**src/rtl/dma_burst_engine.sv**
```systemverilog
// rtl/dma_burst_engine.sv - burst DMA sequencer between the system bus and scratch SRAM port B
//
// Purpose:
//   Takes a block configuration from the CI decoder, splits the block into
//   bus bursts, requests the bus once per burst, and moves words between the
//   system bus and SRAM port B (bus->SRAM on reads, SRAM->bus on writes).
//
// Ports:
//   clock, reset               system clock, asynchronous active-low reset
//   cfg_bus_addr               bus byte start address (bits [1:0] ignored)
//   cfg_mem_addr               SRAM start word address
//   cfg_block_size             words to move
//   cfg_burst_size             beats per burst minus one
//   cmd_start, cmd_dir         start pulse, direction (01 bus->SRAM, 10 SRAM->bus)
//   status                     [0] busy, [1] sticky error
//   sram_addr/we/wdata/rdata   SRAM port B, read data valid one cycle after address
//   busOut_*                   bus master outputs (request, begin, address/data, ...)
//   busIn_*                    bus inputs (grant, read data, end, busy stall, error)
module dma_burst_engine #(
  parameter int MEM_AW = 9,
  parameter int BLK_W  = 10
) (
  input  logic              clock,
  input  logic              reset,
  input  logic [31:0]       cfg_bus_addr,
  input  logic [MEM_AW-1:0] cfg_mem_addr,
  input  logic [BLK_W-1:0]  cfg_block_size,
  input  logic [7:0]        cfg_burst_size,
  input  logic              cmd_start,
  input  logic [1:0]        cmd_dir,
  output logic [1:0]        status,
  output logic [MEM_AW-1:0] sram_addr,
  output logic              sram_we,
  output logic [31:0]       sram_wdata,
  input  logic [31:0]       sram_rdata,
  output logic              busOut_request,
  input  logic              busIn_grants,
  output logic              busOut_begin_transaction,
  output logic [31:0]       busOut_address_data,
  output logic [7:0]        busOut_burst_size,
  output logic              busOut_read_n_write,
  output logic [3:0]        busOut_byte_enable,
  output logic              busOut_data_valid,
  output logic              busOut_end_transaction,
  input  logic [31:0]       busIn_address_data,
  input  logic              busIn_data_valid,
  input  logic              busIn_end_transaction,
  input  logic              busIn_busy,
  input  logic              busIn_error
);

  typedef enum logic [2:0] {
    S_IDLE     = 3'd0,
    S_REQ      = 3'd1,
    S_BEGIN    = 3'd2,
    S_RD_DATA  = 3'd3,
    S_WR_DATA  = 3'd4,
    S_WR_END   = 3'd5,
    S_DONE_CHK = 3'd6
  } state_e;

  state_e              state_q, state_d;
  logic [31:0]         bus_addr_q, bus_addr_d;
  logic [MEM_AW-1:0]   mem_addr_q, mem_addr_d;
  logic [BLK_W-1:0]    remaining_q, remaining_d;
  logic [BLK_W-1:0]    beats_q, beats_d;     // beats left in the current burst
  logic [7:0]          burst_q, burst_d;
  logic                rd_dir_q, rd_dir_d;   // 1: bus->SRAM (bus read)
  logic                err_q, err_d;

  logic [BLK_W-1:0]    burst_beats;
  logic                wr_burst;

  assign burst_beats = BLK_W'(burst_q) + BLK_W'(1);
  assign wr_burst    = (state_q == S_WR_DATA) || (state_q == S_WR_END);
  assign status      = {err_q, state_q != S_IDLE};

  always_ff @(posedge clock or negedge reset) begin
    if (!reset) begin
      state_q     <= S_IDLE;
      bus_addr_q  <= '0;
      mem_addr_q  <= '0;
      remaining_q <= '0;
      beats_q     <= '0;
      burst_q     <= '0;
      rd_dir_q    <= 1'b0;
      err_q       <= 1'b0;
    end else begin
      state_q     <= state_d;
      bus_addr_q  <= bus_addr_d;
      mem_addr_q  <= mem_addr_d;
      remaining_q <= remaining_d;
      beats_q     <= beats_d;
      burst_q     <= burst_d;
      rd_dir_q    <= rd_dir_d;
      err_q       <= err_d;
    end
  end

  always_comb begin
    state_d     = state_q;
    bus_addr_d  = bus_addr_q;
    mem_addr_d  = mem_addr_q;
    remaining_d = remaining_q;
    beats_d     = beats_q;
    burst_d     = burst_q;
    rd_dir_d    = rd_dir_q;
    err_d       = err_q;

    sram_addr                = '0;
    sram_we                  = 1'b0;
    sram_wdata               = '0;
    busOut_request           = 1'b0;
    busOut_begin_transaction = 1'b0;
    busOut_address_data      = '0;
    busOut_burst_size        = '0;
    busOut_read_n_write      = 1'b0;
    busOut_byte_enable       = '0;
    busOut_data_valid        = 1'b0;
    busOut_end_transaction   = 1'b0;

    case (state_q)
      S_IDLE: begin
        if (cmd_start) begin
          if (cmd_dir == 2'b01 || cmd_dir == 2'b10) begin
            bus_addr_d  = cfg_bus_addr & 32'hFFFF_FFFC;
            mem_addr_d  = cfg_mem_addr;
            remaining_d = cfg_block_size;
            burst_d     = cfg_burst_size;
            rd_dir_d    = (cmd_dir == 2'b01);
            err_d       = 1'b0;
            // An empty block still shows busy for one cycle via DONE_CHK.
            state_d     = (cfg_block_size == '0) ? S_DONE_CHK : S_REQ;
          end else begin
            err_d = 1'b1;
          end
        end
      end

      S_REQ: begin
        busOut_request = 1'b1;
        beats_d = (remaining_q < burst_beats) ? remaining_q : burst_beats;
        if (busIn_grants) state_d = S_BEGIN;
      end

      S_BEGIN: begin
        busOut_request           = 1'b1;
        busOut_begin_transaction = 1'b1;
        busOut_address_data      = bus_addr_q;
        busOut_burst_size        = 8'(beats_q - BLK_W'(1));
        busOut_read_n_write      = rd_dir_q;
        busOut_byte_enable       = 4'hF;
        // Prefetch the first write word so it is on rdata in WR_DATA.
        if (!rd_dir_q) sram_addr = mem_addr_q;
        state_d = rd_dir_q ? S_RD_DATA : S_WR_DATA;
      end

      S_RD_DATA: begin
        busOut_request = 1'b1;
        sram_addr      = mem_addr_q;
        // Beats beyond the planned count are dropped.
        if (busIn_data_valid && beats_q != '0) begin
          sram_we     = 1'b1;
          sram_wdata  = busIn_address_data;
          mem_addr_d  = mem_addr_q + MEM_AW'(1);
          bus_addr_d  = bus_addr_q + 32'd4;
          remaining_d = remaining_q - BLK_W'(1);
          beats_d     = beats_q - BLK_W'(1);
        end
        if (busIn_end_transaction) state_d = S_DONE_CHK;
      end

      S_WR_DATA: begin
        busOut_request      = 1'b1;
        busOut_data_valid   = 1'b1;
        busOut_address_data = sram_rdata;
        if (busIn_busy) begin
          // Re-read the same word so rdata stays stable through the stall.
          sram_addr = mem_addr_q;
        end else begin
          sram_addr   = mem_addr_q + MEM_AW'(1);
          mem_addr_d  = mem_addr_q + MEM_AW'(1);
          bus_addr_d  = bus_addr_q + 32'd4;
          remaining_d = remaining_q - BLK_W'(1);
          beats_d     = beats_q - BLK_W'(1);
          if (beats_q == BLK_W'(1)) state_d = S_WR_END;
        end
      end

      S_WR_END: begin
        busOut_request         = 1'b1;
        busOut_end_transaction = 1'b1;
        state_d                = S_DONE_CHK;
      end

      S_DONE_CHK: begin
        state_d = (remaining_q == '0) ? S_IDLE : S_REQ;
      end

      default: state_d = S_IDLE;
    endcase

    // Bus error aborts whatever is in flight; an open write burst is closed.
    if (state_q != S_IDLE && busIn_error) begin
      state_d                = S_IDLE;
      err_d                  = 1'b1;
      busOut_request         = 1'b0;
      busOut_data_valid      = 1'b0;
      sram_we                = 1'b0;
      busOut_end_transaction = wr_burst;
    end
  end

endmodule
```
**config.mk**
```make
export PLATFORM = sky130hd
export DESIGN_NAME = dma_burst_engine
export DESIGN_NICKNAME = d
export VERILOG_FILES = /design/src/rtl/dma_burst_engine.sv
export SDC_FILE = /design/constraint.sdc
export NUM_CORES = 1
export LEC_CHECK = 0
export ABC_CLOCK_PERIOD_IN_PS = 3700
export BUFFER_PORTS_ARGS = -buffer_cell sky130_fd_sc_hd__buf_2
export CAP_MARGIN = 5
export CORE_AREA = 2 2 131 133
export DETAILED_ROUTE_END_ITERATION = 6
export DIE_AREA = 0 0 133 135
export HOLD_SLACK_MARGIN = 0.12
export SETUP_SLACK_MARGIN = 0.3
export SLEW_MARGIN = 20
export SYNTH_ARGS = -nofsm -noshare
export SYNTH_HDL_FRONTEND = slang
export SYNTH_SLANG_ARGS = --single-unit
```
**constraint.sdc**
```tcl
create_clock -name clock -period 3.7 [get_ports clock]
set_input_delay 0.185 -clock clock [delete_from_list [all_inputs] [get_ports clock]]
set_output_delay 0.185 -clock clock [all_outputs]
set_load 0.005 [all_outputs]
```
==> impl_metrics.ini, run 1 <==
[sta]
setup_viol = 0
fmax_mhz = 339
rsz0062_at_grt = false
finalCriticalPeriod_ns = 2.95
finalSetupTns_ns = 0
worst_slew_pin_slew_ns = 0.890
hold_violations = 0
drv_slew = 0
min_period_over_period = 0.798
slew_headroom = 0.406
skew_ns = 0.00765
hold_ws_ns = 0.140

[job]
drv_cap = 0

[power]
p_sw_mw = 2.44
p_int_mw = 2.99
power.leakage_nw = 3.52
clockPowerShare = 0.178
p_comb_frac = 0.502
netSwitchingFraction = 0.450
ir_drop_mv = 0.360
seq_power_share = 0.321
power_density_nw_per_um2 = 728

[floorplanning]
die_y_um = 135
io_pins = 226
initial_core_util = 0.349
die_area_sq_um = 18000
core.rowCount = 47
core_sq_um = 16400
die_w_um = 133

[yosys]
synth.top_cells.by_area = dfrtp_1 31%, a21oi_1 6.1%, o21ai_0 6.0%, a22o_1 4.7%, and2_1 4.4%
syn_area_per_cell_sq_um = 8.16
synth_largest_area_cell = dfrtp_1
yosysSeqAreaShare = 0.314
ys_ff_latch = 72
synth_warnings = 0
syn-num-nets = 851
syn_area_sq_um = 5730
async_reset_ff_frac = 1.00
synth_edf_count = 0
synth_top_area_frac = 0.314
yosysMostFrequentCell = dfrtp_1
synth_common_cells = 72 x dfrtp_1, 70 x a21oi_1, 69 x o21ai_0
ys_types = 66
synthCells = 702
synth_ff_type = dfrtp_1

[critical_path]
slowest_stage = dfrtp_1
r2r_cells = 9
regToRegStartpoint = burst_q[0]
crit_arrival_ns = 3.21
startpoint_type = flop
reg2reg_setup_slack_ns = 0.75
required_ns = 3.96
worstReg2RegEnd = beats_q[7]
end_kind = flop
slowest_delay_ns = 0.51
crit_fanout = 10
path_class = flop to flop
path_cells = ha_1 -> nand3_1 -> xor2_1 -> ha_1 -> a41oi_1 -> o221ai_1 -> a41oi_4 -> mux2_2 -> o221ai_1

[global_route]
grt_usage = 0.211
grt_overflow_total = 0
antenna_found_initial = 1
grt_pass1_vias = 5739
grt_pass1_wl_um = 30400
grt_max_degree = 73

[clock_tree]
htree_levels = 3
cts.reportedPaths.clkPinSlew_ns = 0.06
postCtsSetupRepairBufs = 0
cts-root-buf = clkbuf_16
cts.path.max_buffers = 2
tritoncts = yes
clock-sinks = 72
clk_latency_ns = 0.34
cts_made_buffers = 9

[drt]
post-route-drc-count = 0
wl_um = 18600
final_antenna_net_count = 0
initialDrtViolationCount = 433
wl_per_cell_um = 16.4
vias_per_cell = 5.34
vias = 6055
drtPass1Iterations = 5

[placed_design]
place.gp.congestion = 0.830
dp_hpwl_um = 13500
io_buffers = 223

[cells_and_area]
final_layout_size_suffix_gt1_frac = 0.309
area_growth_pct = 30.2
fin_nets = 1056

[status]
status = finished clean

[min_path]
hold_path.startpoint = cfg_block_size[2]
hp-class = primary input to flop
whs_path_depth = 3
hold_end = remaining_q[2]
## per-stage QoR
stage	instances	setup WS [ns]	cell area, sq um	power (mW)	utilization
after floorplan	702	1.05	5730	3.62	-
after global placement	1102	0.820	6980	4.42	0.425
after detailed placement	1102	0.781	6980	4.45	0.425
after CTS	1131	0.766	7430	5.45	0.453
after global routing	1133	0.544	7460	5.95	0.455
final	1133	0.749	7460	5.43	0.455
## repair_timing
item	in CTS	in global routing
gates resized for setup	0	0
hold buffers	13	0
endpoints found under the hold margin	84	0
## critical path, delay by kind of cell (launching register included)
| family | cells | cell delay, ns |
|---|---|---|
| xor gates and xnor gates | 1 | 0.20 |
| and+or+nand+nor | 1 | 0.11 |
| muxes | 1 | 0.41 |
| DFF | 1 | 0.51 |
| AOI/OAI and AO/OA | 4 | 1.06 |
| adders and majority gates | 2 | 0.58 |
## final cells by class
cell class	instances	area (sq um)
timing repair buffer	245	1370
multi-input combinational	552	3580
fill	1638	8950
clock inverter	5	80.1
antenna	1	2.50
tap	220	275
inverter	27	101
sequential	72	1800
clock buffer	11	243
## placed cells by master (no fill, tap or decap), drive strengths merged, types with 17 or more instances in the layout
cell type	n
o22ai	17
buf	232
nor2	51
inv	27
nand2	59
a21oi	72
o21ai	70
a22o	31
dfrtp	72
and2	40
nand3	23
## state kept, by name, summed over array words and instances, names as in the netlist
signal and count:
mem_addr_q 9, remaining_q 10, bus_addr_q 30, rd_dir_q 1, state_q 3, burst_q 8, beats_q 10, err_q 1
## logic make-up after synthesis
group | Yosys count | synth area share
adder cells (fa/ha/maj) | 16 | 0.0349
buffers and inverters | 78 | 0.0625
AO/OA/AOI/OAI | 259 | 0.300
flip-flops | 72 | 0.314
XOR/XNOR | 11 | 0.0168
AND/OR/NAND/NOR | 248 | 0.237
multiplexers | 18 | 0.0345
## per-layer routing
| metal | up-vias | track usage | share of wire |
|---|---|---|---|
| met2 | 192 | 0.336 | 0.47 |
| met1 | 2845 | 0.295 | 0.47 |
| li1 | 3003 | - | - |
| met4 | 0 | 0.0663 | 0.014 |
| met5 | - | 0 | 0 |
| met3 | 15 | 0.0308 | 0.052 |
## how the worst max path moves through the flow
stage                    start    endpoint  slack [ns]  cells past startpoint
floorplan           burst_q[2]  beats_q[5]        1.05                     10
global placement    burst_q[0]  beats_q[7]        0.82                      9
detailed placement  burst_q[2]  beats_q[7]        0.78                     10
CTS                 burst_q[2]  beats_q[7]        0.77                     10
global route        burst_q[0]  beats_q[7]        0.54                      9
finish              burst_q[0]  beats_q[7]        0.75                      9
## power groups by stage
| stage | Sequential [mW] | Combinational (mW) | Clock, mW |
|---|---|---|---|
| CTS | 1.73 | 2.73 | 0.990 |
| global placement | 1.74 | 2.69 | 0 |
| detailed placement | 1.74 | 2.71 | 0 |
| global route | 1.82 | 3.11 | 1.02 |
| finish | 1.74 | 2.72 | 0.966 |
| floorplan | 1.50 | 2.11 | 0 |
Note: power is estimated with default switching activity, not from simulation.
==> inputs of run 2 (changes only) <==
--- a/config.mk
+++ b/config.mk
@@ -5,7 +5,7 @@
 export SDC_FILE = /design/constraint.sdc
 export NUM_CORES = 1
 export LEC_CHECK = 0
-export ABC_CLOCK_PERIOD_IN_PS = 3700
+export ABC_CLOCK_PERIOD_IN_PS = 2400
 export BUFFER_PORTS_ARGS = -buffer_cell sky130_fd_sc_hd__buf_2
 export CAP_MARGIN = 5
 export CORE_AREA = 2 2 131 133
==> constraint.sdc (replaced) <==
create_clock -name clock -period 2.4 [get_ports clock]
set_input_delay 0.12 -clock clock [delete_from_list [all_inputs] [get_ports clock]]
set_output_delay 0.12 -clock clock [all_outputs]
set_load 0.005 [all_outputs]
==> run 2 against run 1 <==
The run now ends with setup timing left; register-to-register slack lost 0.93 ns; clock power rose by 47%; clock skew rose by 0.0020 ns; non-clock buffer count up 123; combinational power grew 130%; wire length grew 18%; via count rose by 12%; die area is the same; core utilization rose by 11 points; cell count is 11% higher; largest cell class unchanged; highest routed layer unchanged.
==> impl_metrics.ini, run 2 (synthesis gave the netlist of run 1 again) <==
[power]
netSwitchingFraction = 0.434
ir_drop_mv = 0.663
p_int_mw = 5.77
power.leakage_nw = 4.30
p_comb_frac = 0.604
seq_power_share = 0.257
p_sw_mw = 4.43
clockPowerShare = 0.139
power_density_nw_per_um2 = 1100

[clock_tree]
clock-sinks = 72
cts.path.max_buffers = 2
tritoncts = yes
cts.reportedPaths.clkPinSlew_ns = 0.06
cts_made_buffers = 9
clk_latency_ns = 0.35
htree_levels = 3
cts-root-buf = clkbuf_16

[sta]
hold_violations = 0
min_period_over_period = 1.08
rsz0062_at_grt = true
worst_slew_pin_slew_ns = 0.647
skew_ns = 0.00962
finalCriticalPeriod_ns = 2.58
drv_slew = 0
fin_ws_ns = -0.181
finalSetupTns_ns = -1.16
setup_viol = 9
slew_headroom = 0.568
hold_ws_ns = 0.101
fmax_mhz = 387

[critical_path]
crit_arrival_ns = 2.82
startpoint_type = flop
reg2reg_setup_slack_ns = -0.18
path_class = flop to flop
required_ns = 2.64
slowest_stage = dfrtp_1
crit_top_cell = buf_6
worstReg2RegEnd = beats_q[3]
slowest_delay_ns = 0.36
regToRegStartpoint = burst_q[3]
crit_start = burst_q[3]
end_kind = flop
crit_fanout = 4
endpoint = beats_q[3]
path_cells = nand3_2 -> nor2_2 -> nand4_1 -> xor2_1 -> ha_1 -> a21o_1 -> a211o_1 -> a41oi_4 -> buf_6 -> buf_6 -> buf_4 -> buf_6 -> nand3_2 -> o311ai_2
r2r_cells = 14

[cells_and_area]
final_layout_size_suffix_gt1_frac = 0.442
multi_input_area_sq_um = 3940
n_fill_cell = 1545
largest_reg_flops = 30
regArea_sq_um = 1810
largest_register = bus_addr_q
fin_nets = 1179
reg.largest.list = bus_addr_q: 30 flops, beats_q: 10 flops, remaining_q: 10 flops
final_common_cell = buf_2
diodes = 0
design_area_sq_um = 9290
mostFrequentLayoutCells = 189 x buf_2, 68 x dfrtp_1, 60 x buf_4, 56 x nand2_1, 53 x buf_6
area_growth_pct = 62.1

[global_route]
grt_max_degree = 51
grt_pass1_vias = 6012
grt_overflow_total = 0
grt_use_met3 = 0.0413
antenna_found_initial = 0
grt_pass1_wl_um = 30700
grt_usage = 0.215
top_usage_layer = met2
grtUsageMet2 = 0.358
met1_usage = 0.285

[floorplanning]
initial_core_util = 0.349
io_pins = 226
die_area_sq_um = 18000
core_sq_um = 16400
core.rowCount = 47
die_y_um = 135
die_w_um = 133

[min_path]
whs_path_depth = 3
hp-class = primary input to flop

[status]
status = finished, violations left
violations = setup timing

[placed_design]
io_buffers = 223
dp_hpwl_um = 14400
place.gp.congestion = 0.829
placed_area_sq_um = 7310

[drt]
drtPass1Iterations = 5
final_antenna_net_count = 0
wl_um = 22000
initialDrtViolationCount = 475
vias_per_cell = 5.39
vias = 6754
wl_per_cell_um = 17.6
post-route-drc-count = 0

[job]
drv_cap = 0
## run 2: cell types whose count changed in the layout (fill, tap and decap cells not counted), moves of 7 or more
cell	delta
a21oi_1	-20
a21oi_2	+18
and2_1	-33
and2_4	+33
buf_2	-33
buf_4	+54
buf_6	+53
dlygate4sd3_1	+35
o21ai_0	-21
o21ai_1	+14
o21ai_2	+7
## run 2: worst max-delay path: cells and delay by family (launching register included)
family / cells / cell delay [ns]
xor+xnor: 1 / 0.17
compound gates: 4 / 0.77
buf+inv: 4 / 0.45
simple gates: 4 / 0.40
fa+ha+maj: 1 / 0.30
flops: 1 / 0.36
## run 2: timing repair
item | CTS | global route
resized for setup | 26 | 155
pin swaps | 8 | 59
hold buffers | 48 | 0
setup endpoints to repair | 111 | 120
setup buffers | 18 | 23
cloned | 0 | 10
hold endpoints to repair | 90 | 0
## run 2: metal layers
layer	vias to the layer above	wire length, um
li1	3257	-
met1	3234	9740
met2	236	10800
met3	27	1150
met4	0	316
met5	-	0
## run 2: cell type report
class | instances | share of cell area
tap | 220 | 0.0296
sequential | 72 | 0.195
multi-input combinational | 552 | 0.424
timing repair buffer | 368 | 0.306
clock buffer | 13 | 0.0291
inverter | 27 | 0.0123
clock inverter | 2 | 0.00404
## run 2: power by group through the flow
stage          clock (mW)  combinational, mW  sequential (mW)
2_1_floorplan           0               3.35             2.33
3_3_place_gp            0               4.72             2.60
3_5_place_dp            0               4.77             2.60
4_1_cts              1.44               5.17             2.57
5_1_grt              1.49               6.73             2.71
6_report             1.42               6.16             2.62
## run 2: worst min path at each step
stage                                 start              to  slack, ns
after floorplan                       reset      beats_q[0]      -0.18
after global placement                reset  bus_addr_q[19]       0.18
after detailed placement              reset  bus_addr_q[19]       0.18
after CTS                  cfg_bus_addr[26]  bus_addr_q[26]       0.12
after global routing       cfg_bus_addr[29]  bus_addr_q[29]       0.12
final                     cfg_block_size[6]  remaining_q[6]       0.10
## run 2: stage by stage
stage	power [mW]	cells	setup WS [ns]	util
floorplan	5.68	702	-0.212	-
global placement	7.32	1140	-0.154	0.446
detailed placement	7.37	1140	-0.215	0.446
CTS	9.18	1221	-0.171	0.507
global route	10.9	1254	-0.324	0.566
finish	10.2	1254	-0.181	0.566
